--- src/rtl/ir_beacon_pkg.sv ---
// Beacon code values, default gate/band settings and the window classifier shared
// by the classifier instances, the display stage and steering logic.
package ir_beacon_pkg;

    localparam logic [1:0] SIG_NONE = 2'b00;
    localparam logic [1:0] SIG_LO   = 2'b01;
    localparam logic [1:0] SIG_HI   = 2'b10;
    localparam logic [1:0] SIG_RSVD = 2'b11;

    localparam int unsigned DEF_GATE_CYCLES = 10_000_000;
    localparam int unsigned DEF_LO_MIN      = 90;
    localparam int unsigned DEF_LO_MAX      = 110;
    localparam int unsigned DEF_HI_MIN      = 900;
    localparam int unsigned DEF_HI_MAX      = 1100;
    localparam int unsigned DEF_CONFIRM     = 2;

    // Low band is tested first so it wins if the bands ever overlap.
    function automatic logic [1:0] classify(
        input logic [15:0] n,
        input logic [15:0] lo_min,
        input logic [15:0] lo_max,
        input logic [15:0] hi_min,
        input logic [15:0] hi_max
    );
        if (n >= lo_min && n <= lo_max) begin
            return SIG_LO;
        end
        if (n >= hi_min && n <= hi_max) begin
            return SIG_HI;
        end
        return SIG_NONE;
    endfunction

endpackage

--- src/rtl/ir_edge_sync.sv ---
// Two-flop synchronizer plus rising-edge detector for the asynchronous IR input.
// Latency: rise pulses in the third cycle after ir_in goes high; no backpressure.
module ir_edge_sync (
    input  logic clock,
    input  logic reset,
    input  logic ir_in,
    output logic rise
);

    logic sync1;
    logic sync2;
    logic prev;

    always_ff @(posedge clock) begin
        if (reset) begin
            sync1 <= 1'b0;
            sync2 <= 1'b0;
            prev  <= 1'b0;
        end else begin
            sync1 <= ir_in;
            sync2 <= sync1;
            prev  <= sync2;
        end
    end

    assign rise = sync2 & ~prev;

endmodule

--- src/rtl/ir_beacon_classifier.sv ---
// Counts IR rising edges per gate window, classifies the count into a beacon code and debounces it.
// Latency: result one cycle after the window's terminal cycle; no backpressure, win_valid is a pulse.
module ir_beacon_classifier
    import ir_beacon_pkg::*;
#(
    parameter int unsigned GATE_CYCLES = DEF_GATE_CYCLES,
    parameter int unsigned LO_MIN      = DEF_LO_MIN,
    parameter int unsigned LO_MAX      = DEF_LO_MAX,
    parameter int unsigned HI_MIN      = DEF_HI_MIN,
    parameter int unsigned HI_MAX      = DEF_HI_MAX,
    parameter int unsigned CONFIRM     = DEF_CONFIRM
) (
    input  logic        clock,
    input  logic        reset,
    input  logic        enable,
    input  logic        ir_in,
    output logic [1:0]  sig,
    output logic        win_valid,
    output logic [15:0] last_count
);

    localparam int GW = (GATE_CYCLES > 1) ? $clog2(GATE_CYCLES) : 1;
    localparam logic [GW-1:0] GATE_LAST = GW'(GATE_CYCLES - 1);
    localparam logic [3:0]    CONFIRM_W = 4'(CONFIRM);

    if (LO_MAX >= 65535 || HI_MAX >= 65535 || CONFIRM < 1 || CONFIRM > 15 || GATE_CYCLES < 2) begin : g_param_err
        $error("ir_beacon_classifier: illegal parameter set");
    end

    logic [GW-1:0] gate;
    logic [15:0]   edge_cnt;
    logic [1:0]    candidate;
    logic [3:0]    agree_cnt;
    logic [3:0]    agree_next;
    logic          rise;
    logic          terminal;
    logic [16:0]   sum;
    logic [15:0]   n_close;
    logic [1:0]    code;

    ir_edge_sync u_edge_sync (
        .clock (clock),
        .reset (reset),
        .ir_in (ir_in),
        .rise  (rise)
    );

    assign terminal = (gate == GATE_LAST);

    // An edge seen on the terminal cycle still belongs to the closing window.
    assign sum     = {1'b0, edge_cnt} + {16'd0, rise};
    assign n_close = sum[16] ? 16'hFFFF : sum[15:0];
    assign code    = classify(n_close, 16'(LO_MIN), 16'(LO_MAX), 16'(HI_MIN), 16'(HI_MAX));

    always_comb begin
        agree_next = 4'd1;
        if (code == candidate) begin
            agree_next = (agree_cnt >= CONFIRM_W) ? CONFIRM_W : agree_cnt + 4'd1;
        end
    end

    always_ff @(posedge clock) begin
        if (reset) begin
            gate       <= '0;
            edge_cnt   <= '0;
            candidate  <= SIG_NONE;
            agree_cnt  <= '0;
            sig        <= SIG_NONE;
            win_valid  <= 1'b0;
            last_count <= '0;
        end else if (!enable) begin
            gate      <= '0;
            edge_cnt  <= '0;
            candidate <= SIG_NONE;
            agree_cnt <= '0;
            sig       <= SIG_NONE;
            win_valid <= 1'b0;
        end else begin
            win_valid <= terminal;
            if (terminal) begin
                gate       <= '0;
                edge_cnt   <= '0;
                last_count <= n_close;
                candidate  <= code;
                agree_cnt  <= agree_next;
                if (agree_next == CONFIRM_W) begin
                    sig <= code;
                end
            end else begin
                gate     <= gate + GW'(1);
                edge_cnt <= n_close;
            end
        end
    end

endmodule

--- config.mk ---
export PLATFORM = sky130hd
export DESIGN_NAME = ir_beacon_classifier
export DESIGN_NICKNAME = d
export VERILOG_FILES = /design/src/rtl/ir_beacon_pkg.sv /design/src/rtl/ir_edge_sync.sv /design/src/rtl/ir_beacon_classifier.sv
export SDC_FILE = /design/constraint.sdc
export NUM_CORES = 1
export LEC_CHECK = 0
export BUFFER_PORTS_ARGS = -buffer_cell sky130_fd_sc_hd__buf_2
export CORE_UTILIZATION = 50
export DETAILED_ROUTE_END_ITERATION = 10
export PLACE_DENSITY = 0.68
export RECOVER_POWER = 100
export SKIP_CTS_REPAIR_TIMING = 1
export SLEW_MARGIN = 40
export SYNTH_ARGS = -nofsm -noshare
export SYNTH_HDL_FRONTEND = slang
export SYNTH_SLANG_ARGS = --single-unit
--- constraint.sdc ---
create_clock -name clock -period 3.5 [get_ports clock]
set_input_delay 0.7 -clock clock [delete_from_list [all_inputs] [get_ports clock]]
set_output_delay 0.7 -clock clock [all_outputs]
set_load 0.05 [all_outputs]
# Word-level counts from Yosys, hierarchy flattened
# Index checks and enable logic that the tools add are counted.
# word_totals
elab_cells	40
out_inout_bits	19
ff_bits	68
inputBits	4
# op_classes
n_addsub	3
magnitude_cmp	5
muxes	10
n_eq_ne	3
bitwise	3
reduce_logical	6
# ops
operator	count
$add A24 B1 Y24 const B	1
$eq A24 B24 Y1 const B	1
$add A16 B1 Y17	1
$ge A16 B10 Y1 const B	1
$ge A16 B7 Y1 const B	1
$le A16 B11 Y1 const B	1
$le A16 B7 Y1 const B	1
$mux W16	1
$mux W2	4
$mux W4	2
$add A4 B1 Y4 const B	1
$eq A4 B2 Y1 const B	1
$ge A4 B2 Y1 const B	1
$reduce_and A2 Y1	2
$mux W1	3
$reduce_or A3 Y1	1
$eq A2 B2 Y1	1
$logic_and A1 B1 Y1	2
$not A1 Y1	2
$reduce_or A2 Y1	1
$and A1 B1 Y1	1

# Logic depth before layout (Yosys ltp)
# depth
depth_word	14
depth_mapped	13
ltp_nobuf	12

# Modules after synthesis
# A second synthesis with hierarchy kept.
# hier_totals
cells_unflattened	402
area_unflattened_um2	3294.4
# by_module_without_submodules
mod	cells_each	area_each_um2	instances	seq_area_each_um2
ir_beacon_classifier	395	3206.8	1	1301.2
ir_edge_sync	7	87.6	1	60.1

# Worst setup path before layout
# OpenSTA, ideal clock, no wires.
# synth_timing
kind	register to register
from	register u_edge_sync.sync2
to	register sig[1]
synth_period_minus_slack_ps	3091
stages_incl_launch_ff	14
path_buffers	1
setup_ps	120
required_ps	3380
slack_ps	409
arrival_ps	2971
path_cell_list	dfxtp_1 -> nor2b_1 -> ha_1 -> ha_1 -> clkbuf_1 -> nand3_2 -> nor3_1 -> mux2i_1 -> and3_1 -> nand2_1 -> nor4_4 -> xnor2_1 -> a21boi_0 -> o31a_1
# synth_between
elab_chain_len	13
elab_cells_between_ends	19
classes_between	add/sub (1); order compare (4); eq/ne (2); mux (8); bitwise (1); reduce/logical (3)
# synth_lines
item	line	text
start, declared	ir_edge_sync.sv:11	logic sync2;
start signal, assigned	ir_edge_sync.sv:21	sync2 <= sync1;
$and A1 B1 Y1 (*)	ir_edge_sync.sv:26	assign rise = sync2 & ~prev;
$add A16 B1 Y17 (*)	ir_beacon_classifier.sv:51	assign sum = {1'b0, edge_cnt} + {16'd0, rise};
$mux W16 (*)	ir_beacon_classifier.sv:52	assign n_close = sum[16] ? 16'hFFFF : sum[15:0];
$ge A16 B10 Y1 / $le A16 B11 Y1 (equally long branches)	ir_beacon_pkg.sv:28	if (n >= hi_min && n <= hi_max) begin
$logic_and A1 B1 Y1	ir_beacon_pkg.sv:28	
$mux W1 (2 in series)	ir_beacon_pkg.sv:28	
$mux W2	ir_beacon_pkg.sv:31	return SIG_NONE;
$mux W2 (*)	ir_beacon_pkg.sv:28	
$eq A2 B2 Y1	ir_beacon_classifier.sv:57	if (code == candidate) begin
$mux W4	ir_beacon_classifier.sv:57	
$eq A4 B2 Y1	ir_beacon_classifier.sv:86	if (agree_next == CONFIRM_W) begin
$reduce_and A2 Y1 (no source line)	--	
end signal, assigned	ir_beacon_classifier.sv:87	sig <= code;
end, declared	ir_beacon_classifier.sv:17	output logic [1:0] sig,
# Every way passes the cells marked *; elsewhere a longest branch is shown, timed or not. The select of a mux whose other input is x is not followed.
# A chain may end at the register's enable or synchronous reset.

# Worst setup path in the final report
# Same ends and word-level chain as after synthesis.

==> impl_metrics.ini <==
[run_status]
status = finished, final reports clean

[yosys]
synth.net_count = 386
synth_edf_count = 0
synth-async-reset-ratio_pct = 0
synth_ff_type = dfxtp_1
yosysTopAreaCellShare_pct = 42.3
ys_ff_latch = 68
synthDistinctLibCells = 51
synth.most_common_cell = nor2_1
ys_seq_area_share_pct = 42.3
syn_inst = 377
syn_area_per_cell_um2 = 8.55
synthTopCellsByCount = nor2_1 (77), dfxtp_1 (68), nand2_1 (29)
synth_area_leaders = dfxtp_1 (42%), nor2_1 (9.0%), xor2_1 (4.9%)
synth_top_area_cell = dfxtp_1
yosysWarnings = 0
syn-cell-area_um2 = 3220

[clocking]
cts_tree = done
worst_skew_pair.late_latency_ns = 0.35
root_buffer = clkbuf_8
clkTransAtPathRegs_ns = 0.08
clock_sinks = 68
cts_buffers = 9
clock_path_buffers = 2
htreeDepth = 3

[die]
die_w_um = 82.3
fp.dieH_um = 82.3
start_util_pct = 53.2
core_um2 = 6060
dieArea_um2 = 6770
row_count = 28
ios = 23

[worst_setup_path]
critPathCaptureType = register
crit_required_ns = 3.75
critPathArrivalTime_ns = 3.51
worstPathMaxFanout = 6
startpoint_type = register
path_class = reg2reg

[power_and_ir_drop]
leakagePower_nw = 1.27
p_seq_share_pct = 50.0
vdd_drop_max_v = 0.000297
power_density_nw_per_um2 = 423
power_frac_clock_pct = 48.4
intPower_mw = 1.21
p_switching_mw = 0.343
combinationalPowerShare_pct = 1.6
p_sw_share_pct = 22.1

[cells_and_area]
antenna_cells = 0
area_delta_synth_final_pct = 13.9
finish.utilization_pct = 60.5
multi_input_area_um2 = 1810
final_nets = 413
drive_above_1_share_pct = 11.2
fillers = 553
ff_latch_area_um2 = 1360

[sta]
tightest_slew_ns = 1.14
fin_ws_ns = 0.238
hold_viol_final = 0
fin_skew_ns = 0.00572
min_period_ns = 3.26
period_share_pct = 93.2
max_freq_mhz = 307
slew_violations = 0
relSlewSlack_pct = 23.9
final-setup-viol-count = 0

[route]
drc_errors = 0
final_antenna_net_count = 0
route.vias.total = 2685
viasPerCell = 5.55
drt-total-wl_um = 6890
drtIter0Drc = 222
post_drt_wl_per_cell_um = 14.2
first_pass_iters = 5

[worst_hold_path]
min_path_type = reg2reg

[placement]
hpwl_um = 4690
gp_congestion = 0.933
portBuffers = 22
preCtsSetupSlack_ns = 0.225

[global_routing]
grt_use_total_pct = 22.6
overflow = 0
grt_max_degree = 29
grt_pass1_vias = 2504
antenna_found_initial = 0
grt_pass1_wl_um = 11500

[run]
max_cap_violations = 0
## final timing paths
| check | startpoint | end | slack (ns) | cells after the start |
|---|---|---|---|---|
| hold reg to reg | u_edge_sync.sync1 | u_edge_sync.sync2 | 0.46 | 1 |
| setup / recovery | u_edge_sync.sync2 | sig[1] | 0.24 | 13 |
| setup reg to reg | u_edge_sync.sync2 | sig[1] | 0.24 | 13 |
| hold / removal | u_edge_sync.sync1 | u_edge_sync.sync2 | 0.46 | 1 |
## per-stage QoR
stage | setup TNS, ns | hold WS, ns | cell area, um^2 | std cells | power, mW
2_1_floorplan | 0 | 0.414 | 3220 | 377 | 0.811
3_3_place_gp | 0 | 0.436 | 3410 | 465 | 0.820
3_5_place_dp | 0 | 0.448 | 3410 | 465 | 0.821
4_1_cts | 0 | 0.460 | 3640 | 481 | 1.57
5_1_grt | -0.0495 | 0.487 | 3670 | 484 | 1.61
6_report | 0 | 0.459 | 3670 | 484 | 1.55
## power groups by stage
stage / Sequential [mW] / Combinational, mW / Clock, mW
global placement: 0.795 / 0.0250 / 0
global route: 0.778 / 0.0275 / 0.802
CTS: 0.777 / 0.0252 / 0.763
finish: 0.777 / 0.0249 / 0.751
floorplan: 0.795 / 0.0159 / 0
detailed placement: 0.795 / 0.0253 / 0
## state kept, by name (all words and copies together) (netlist names)
register,count
gate,24
edge_cnt,16
last_count,16
agree_cnt,4
candidate,2
sig,2
u_edge_sync.prev,1
u_edge_sync.sync1,1
u_edge_sync.sync2,1
win_valid,1
## routing by layer
| layer | vias up | global-route usage, % | routed length [um] |
|---|---|---|---|
| li1 | 1362 | - | - |
| met1 | 1267 | 29.9 | 3370 |
| met2 | 46 | 34.9 | 3160 |
| met3 | 10 | 5.71 | 266 |
| met4 | 0 | 9.12 | 88 |
| met5 | - | 0 | 0 |
## kinds of logic after synthesis
| kind of cell | after synthesis | share of synthesized area, % |
|---|---|---|
| simple gates | 193 | 31.3 |
| flops | 68 | 42.3 |
| compound gates | 56 | 11.9 |
| xor+xnor | 30 | 8.16 |
| buf+inv | 19 | 2.48 |
| mux | 6 | 1.90 |
| fa+ha+maj | 5 | 1.94 |
## worst max-delay path, cell delays in order (launching register included)
cell and delay (ns):
dfxtp_1 0.32, nor2b_1 0.13, ha_1 0.28, ha_1 0.23, nand4_1 0.25, buf_4 0.25
nor4_4 0.26, buf_4 0.19, nor2_2 0.07, a2111oi_4 0.39, nor4_4 0.12, xnor2_2 0.22
a21boi_0 0.13, o31a_1 0.32
## cell type report
cell class	instances	area share, %
sequential	68	37.1
tap	75	2.56
clock buffer	10	3.75
timing repair buffer	29	4.09
inverter	6	0.614
multi-input combinational	290	49.3
clock inverter	6	2.59
## placed cells by master (no fill, tap or decap), types with 3 or more instances in the layout
cell type	instances
a21oi_1	15
nor3_1	10
a22o_1	3
nor4b_1	3
or3_1	4
xor2_1	18
ha_1	5
nand4_1	4
xnor2_1	11
nand3_1	16
nor4_1	3
nor4_4	3
nand3b_1	3
clkbuf_8	10
buf_4	6
clkbuf_1	20
nand2b_1	6
nor2_1	77
mux2i_1	5
nor2b_1	7
a211oi_1	10
inv_1	6
nand2_1	29
and2_1	7
and3_1	7
dfxtp_1	68
o21ai_0	9
Power figures use the tool's default switching activity.
